[src/rtl/adder_result_buffer.sv]
// Buffers {overflow, sum} adder results in a DEPTH-entry FIFO and keeps a saturating overflow count.
// Latency is 1 cycle push-to-out with no bypass. in_ready=!full, with no pass-through when full. ADDER_RESULT_SATURATE_EN clamps the stored sum.
module adder_result_buffer #(
  parameter int DEPTH         = 4,
  parameter int OVF_CNT_WIDTH = 8
) (
  input  logic                         clk,
  input  logic                         n_rst,
  input  logic                         clear,
  input  logic                         in_valid,
  output logic                         in_ready,
  input  logic [7:0]                   in_sum,
  input  logic                         in_overflow,
  output logic                         out_valid,
  input  logic                         out_ready,
  output logic [7:0]                   out_sum,
  output logic                         out_overflow,
  output logic [$clog2(DEPTH+1)-1:0]   count,
  output logic                         full,
  output logic                         empty,
  output logic [OVF_CNT_WIDTH-1:0]     ovf_count
);

  localparam int PTR_W = $clog2(DEPTH);
  localparam int CNT_W = $clog2(DEPTH + 1);

  typedef struct packed {
    logic       ovf;
    logic [7:0] sum;
  } entry_t;

  logic [PTR_W-1:0]         wr_ptr_q, wr_ptr_d;
  logic [PTR_W-1:0]         rd_ptr_q, rd_ptr_d;
  logic [CNT_W-1:0]         count_q, count_d;
  logic [OVF_CNT_WIDTH-1:0] ovf_cnt_q, ovf_cnt_d;
  entry_t                   mem_q [DEPTH];
  entry_t                   mem_d [DEPTH];

  logic   full_w;
  logic   empty_w;
  logic   push;
  logic   pop;
  entry_t wr_entry;
  entry_t head;

  always_comb begin
    full_w  = (count_q == CNT_W'(DEPTH));
    empty_w = (count_q == '0);
    push    = in_valid & ~full_w;
    pop     = out_ready & ~empty_w;

    wr_entry.ovf = in_overflow;
`ifdef ADDER_RESULT_SATURATE_EN
    wr_entry.sum = in_overflow ? 8'hFF : in_sum;
`else
    wr_entry.sum = in_sum;
`endif
  end

  // clear wins over any handshake in the same cycle
  always_comb begin
    wr_ptr_d  = wr_ptr_q;
    rd_ptr_d  = rd_ptr_q;
    count_d   = count_q;
    ovf_cnt_d = ovf_cnt_q;
    mem_d     = mem_q;
    if (clear) begin
      wr_ptr_d  = '0;
      rd_ptr_d  = '0;
      count_d   = '0;
      ovf_cnt_d = '0;
    end else begin
      if (push) begin
        mem_d[wr_ptr_q] = wr_entry;
        wr_ptr_d        = wr_ptr_q + PTR_W'(1);
        if (in_overflow && (ovf_cnt_q != {OVF_CNT_WIDTH{1'b1}})) begin
          ovf_cnt_d = ovf_cnt_q + OVF_CNT_WIDTH'(1);
        end
      end
      if (pop) begin
        rd_ptr_d = rd_ptr_q + PTR_W'(1);
      end
      case ({push, pop})
        2'b10:   count_d = count_q + CNT_W'(1);
        2'b01:   count_d = count_q - CNT_W'(1);
        default: count_d = count_q;
      endcase
    end
  end

  always_ff @(posedge clk) begin
    if (!n_rst) begin
      wr_ptr_q  <= '0;
      rd_ptr_q  <= '0;
      count_q   <= '0;
      ovf_cnt_q <= '0;
    end else begin
      wr_ptr_q  <= wr_ptr_d;
      rd_ptr_q  <= rd_ptr_d;
      count_q   <= count_d;
      ovf_cnt_q <= ovf_cnt_d;
    end
  end

  // storage holds data only; validity lives in count_q, so no reset needed
  always_ff @(posedge clk) begin
    mem_q <= mem_d;
  end

  always_comb begin
    head         = mem_q[rd_ptr_q];
    in_ready     = ~full_w;
    out_valid    = ~empty_w;
    out_sum      = empty_w ? 8'h00 : head.sum;
    out_overflow = empty_w ? 1'b0  : head.ovf;
    count        = count_q;
    full         = full_w;
    empty        = empty_w;
    ovf_count    = ovf_cnt_q;
  end

endmodule
[config.mk]
export PLATFORM = sky130hd
export DESIGN_NAME = adder_result_buffer
export DESIGN_NICKNAME = d
export VERILOG_FILES = /design/src/rtl/adder_result_buffer.sv
export SDC_FILE = /design/constraint.sdc
export NUM_CORES = 1
export LEC_CHECK = 0
export CORE_MARGIN = 2
export CORE_UTILIZATION = 25
export CTS_CLUSTER_DIAMETER = 60
export DETAILED_ROUTE_END_ITERATION = 6
export SLEW_MARGIN = 5
export SYNTH_ARGS = -nofsm -noshare
export SYNTH_HDL_FRONTEND = slang
export SYNTH_SLANG_ARGS = --single-unit
[constraint.sdc]
create_clock -name clk -period 5.9 [get_ports clk]
set_clock_uncertainty 0.2 [all_clocks]
set_input_delay 1.77 -clock clk [delete_from_list [all_inputs] [get_ports clk]]
set_output_delay 1.77 -clock clk [all_outputs]
set_load 0.005 [all_outputs]
==> out/metrics.cfg <==
[synthesis]
netlist_top_cells_area=edfxtp_1 46%, dfxtp_1 13%, mux4_2 8.6%, ha_1 3.2%, nor2b_1 2.9%
synth_fp_nets=189
synth_cells=168
yosysTopAreaCell=edfxtp_1
synth-main-ff-cell=edfxtp_1
yosysMostFrequentCell=edfxtp_1
synth.distinct_cells=37
ys_ff_latch=51
yosysTopAreaCellShare_pct=46.1
synth_edf_count=36
yosysWarnings=0
yosysSeqAreaShare_pct=58.8
syn_avg_cell_area_um2=14.0
syn_area_um2=2350
yosys-top-cells-count=36 x edfxtp_1, 15 x dfxtp_1, 11 x nand2_1, 11 x nor2b_1, 10 x inv_1
async_reset_ff_share_pct=0

[floorplanning]
start_util_pct=25.6
pin_count=38
core_area_um2=9150
die_area_um2=10200
rows=35
dieWidth_um=101
fp.dieH_um=101

[global_routing]
grt_pass1_vias=1415
antenna_found_initial=0
grt_overflow=0
grtUsageTotal_pct=9.00
grt_max_degree=19
grt_pass1_wl_um=7030

[power_and_ir_drop]
p_per_area_nw_per_um2=224
p_clk_share_pct=31.8
switching_share_pct=23.0
p_int_uw=508
p_comb_share_pct=8.6
pwr-share-seq_pct=59.6
vdd_drop_max_uv=92.8
power_switching_uw=152
p_leak_nw=0.937

[timing]
fin_tns_setup_ns=0
worstMarginPinSlew_ns=0.781
setup_violations=0
drv_slew=0
period_needed_ns=4.23
post-route-period-util_pct=71.7
slew_headroom_pct=47.8
hold_violations=0
max_freq_ghz=0.236
rsz0062_at_grt=false

[drt]
vias_per_cell=4.44
firstDrtPassIters=4
wl_per_cell_um=13.8
vias=1426
drc=0
drtIter0Drc=86
drt_wl_total_um=4430
postRouteAntennaNets=0

[job]
cap_viol_max_count=0

[worst_setup_path]
worst-path-buf-inv=1
startpoint_type=flop
r2r-end=count[2]
reg2regPathDepth=8
timing.rr.start=count[2]
required_ns=3.93
reg2reg_slack_ns=3.22
critical_path.slowest_cell=dfxtp_1
max_stage_delay_ns=0.79
path_delay_family=flip-flops
worstPathCellList=mux4_2 > nor2b_1 > clkdlybuf4s50_1
critPathMaxFanout=11
worst_ep_arrival_time_ns=2.26
crit_type=flop to output pin
cp-end-kind=output pin

[cts]
cts_made_buffers=5
htreeDepth=2
clk-insertion-delay-late_ns=0.30
cts_resized=0
ctsHoldBuffers=0
tritoncts=yes
cts_setup_buffers=0
cts.clk_slew.worst_paths_ns=0.10
cts_max_path_buffers=2
root_buffer=clkbuf_8
cts.sinks=51

[worst_hold_path]
hold_path_end=wr_ptr_q[0]
min-delay-start=wr_ptr_q[0]
hp-class=flop to flop
holdPathStages=2

[placed_design]
port_buffers=37
gp_congestion=0.825
hpwl_um=3140
postPlaceCellArea_um2=2840

[layout]
drive_above_1_share_pct=14.3
fin_area_um2=2940
n_antenna_cell=0
seq_area_um2=1380
nets=230
syn_to_final_growth_pct=25.2
fill_cells=910
multi_input_comb_area_um2=871

[status]
run_status=finished clean

-- cells in the final DEF, fill, tap and decap left out, drive strengths merged, types with 5 or more instances in the layout --
cell type       n
dfxtp          15
clkbuf          5
mux4            9
nand2          11
mux2i           6
nor2b          11
edfxtp         36
ha              6
buf             5
nor2            7
nand2b          6
clkdlybuf4s50  37
inv            13
-- worst register-to-register path, cell delays in order, from the launching register on --
cell and delay (ns):
dfxtp_1 0.44, or3b_1 0.52, nand2_1 0.22, ha_1 0.21
inv_1 0.06, fa_1 0.37, xor2_1 0.16, or3_1 0.30
a21oi_1 0.13
-- per-stage QoR --
step	hold WS [ns]	total power, mW	worst slack (ns)	std cells	util, %
after global placement	0.307	0.458	1.91	313	31.1
after floorplan	0.284	0.426	2.58	168	-
after global routing	0.362	0.685	1.52	321	32.1
final	0.323	0.659	1.67	321	32.1
after CTS	0.334	0.670	1.62	321	32.1
after detailed placement	0.318	0.459	1.86	313	31.1
-- layout make-up --
cell class / instances / share of cell area, %
Clock buffer: 5 / 2.34
Clock inverter: 3 / 0.894
Inverter: 11 / 1.49
Multi-Input combinational cell: 98 / 29.6
Sequential cell: 51 / 47.0
Tap cell: 111 / 4.73
Timing Repair Buffer: 42 / 13.9
-- state kept, by name, indices dropped and copies added (netlist names) --
register,flops
mem_q,36
count,3
ovf_count,8
wr_ptr_q,2
rd_ptr_q,2
-- power groups by stage --
| stage | sequential (mW) | combinational, mW | clock, mW |
|---|---|---|---|
| 2_1_floorplan | 0.399 | 0.0265 | 0 |
| 6_report | 0.393 | 0.0566 | 0.210 |
| 3_5_place_dp | 0.401 | 0.0578 | 0 |
| 4_1_cts | 0.393 | 0.0580 | 0.219 |
| 3_3_place_gp | 0.401 | 0.0567 | 0 |
| 5_1_grt | 0.394 | 0.0630 | 0.229 |
-- kinds of logic after synthesis --
group,Yosys count,share of synthesized area (%)
compound gates,18,7.73
xor+xnor,4,1.49
fa+ha+maj,7,4.05
buf+inv,19,4.05
flops,51,58.8
mux,15,11.2
simple gates,54,12.6
-- routing by layer --
layer	global-route usage, %	vias up	wire, µm	share of wire (%)
met5	0	-	0	0
met4	2.81	0	14	0.32
met3	2.70	2	255	5.8
met2	14.5	36	2100	48
met1	11.7	684	2050	46
li1	-	704	-	-
-- worst max path at each step --
stage,start,end,cells past startpoint
6_report,rd_ptr_q[0],out_sum[7],3
5_1_grt,rd_ptr_q[0],out_sum[5],3
4_1_cts,rd_ptr_q[0],out_sum[7],3
3_5_place_dp,in_valid,count[2],8
3_3_place_gp,in_valid,count[2],8
2_1_floorplan,in_valid,count[2],7
(Power assumes the default switching activity.)
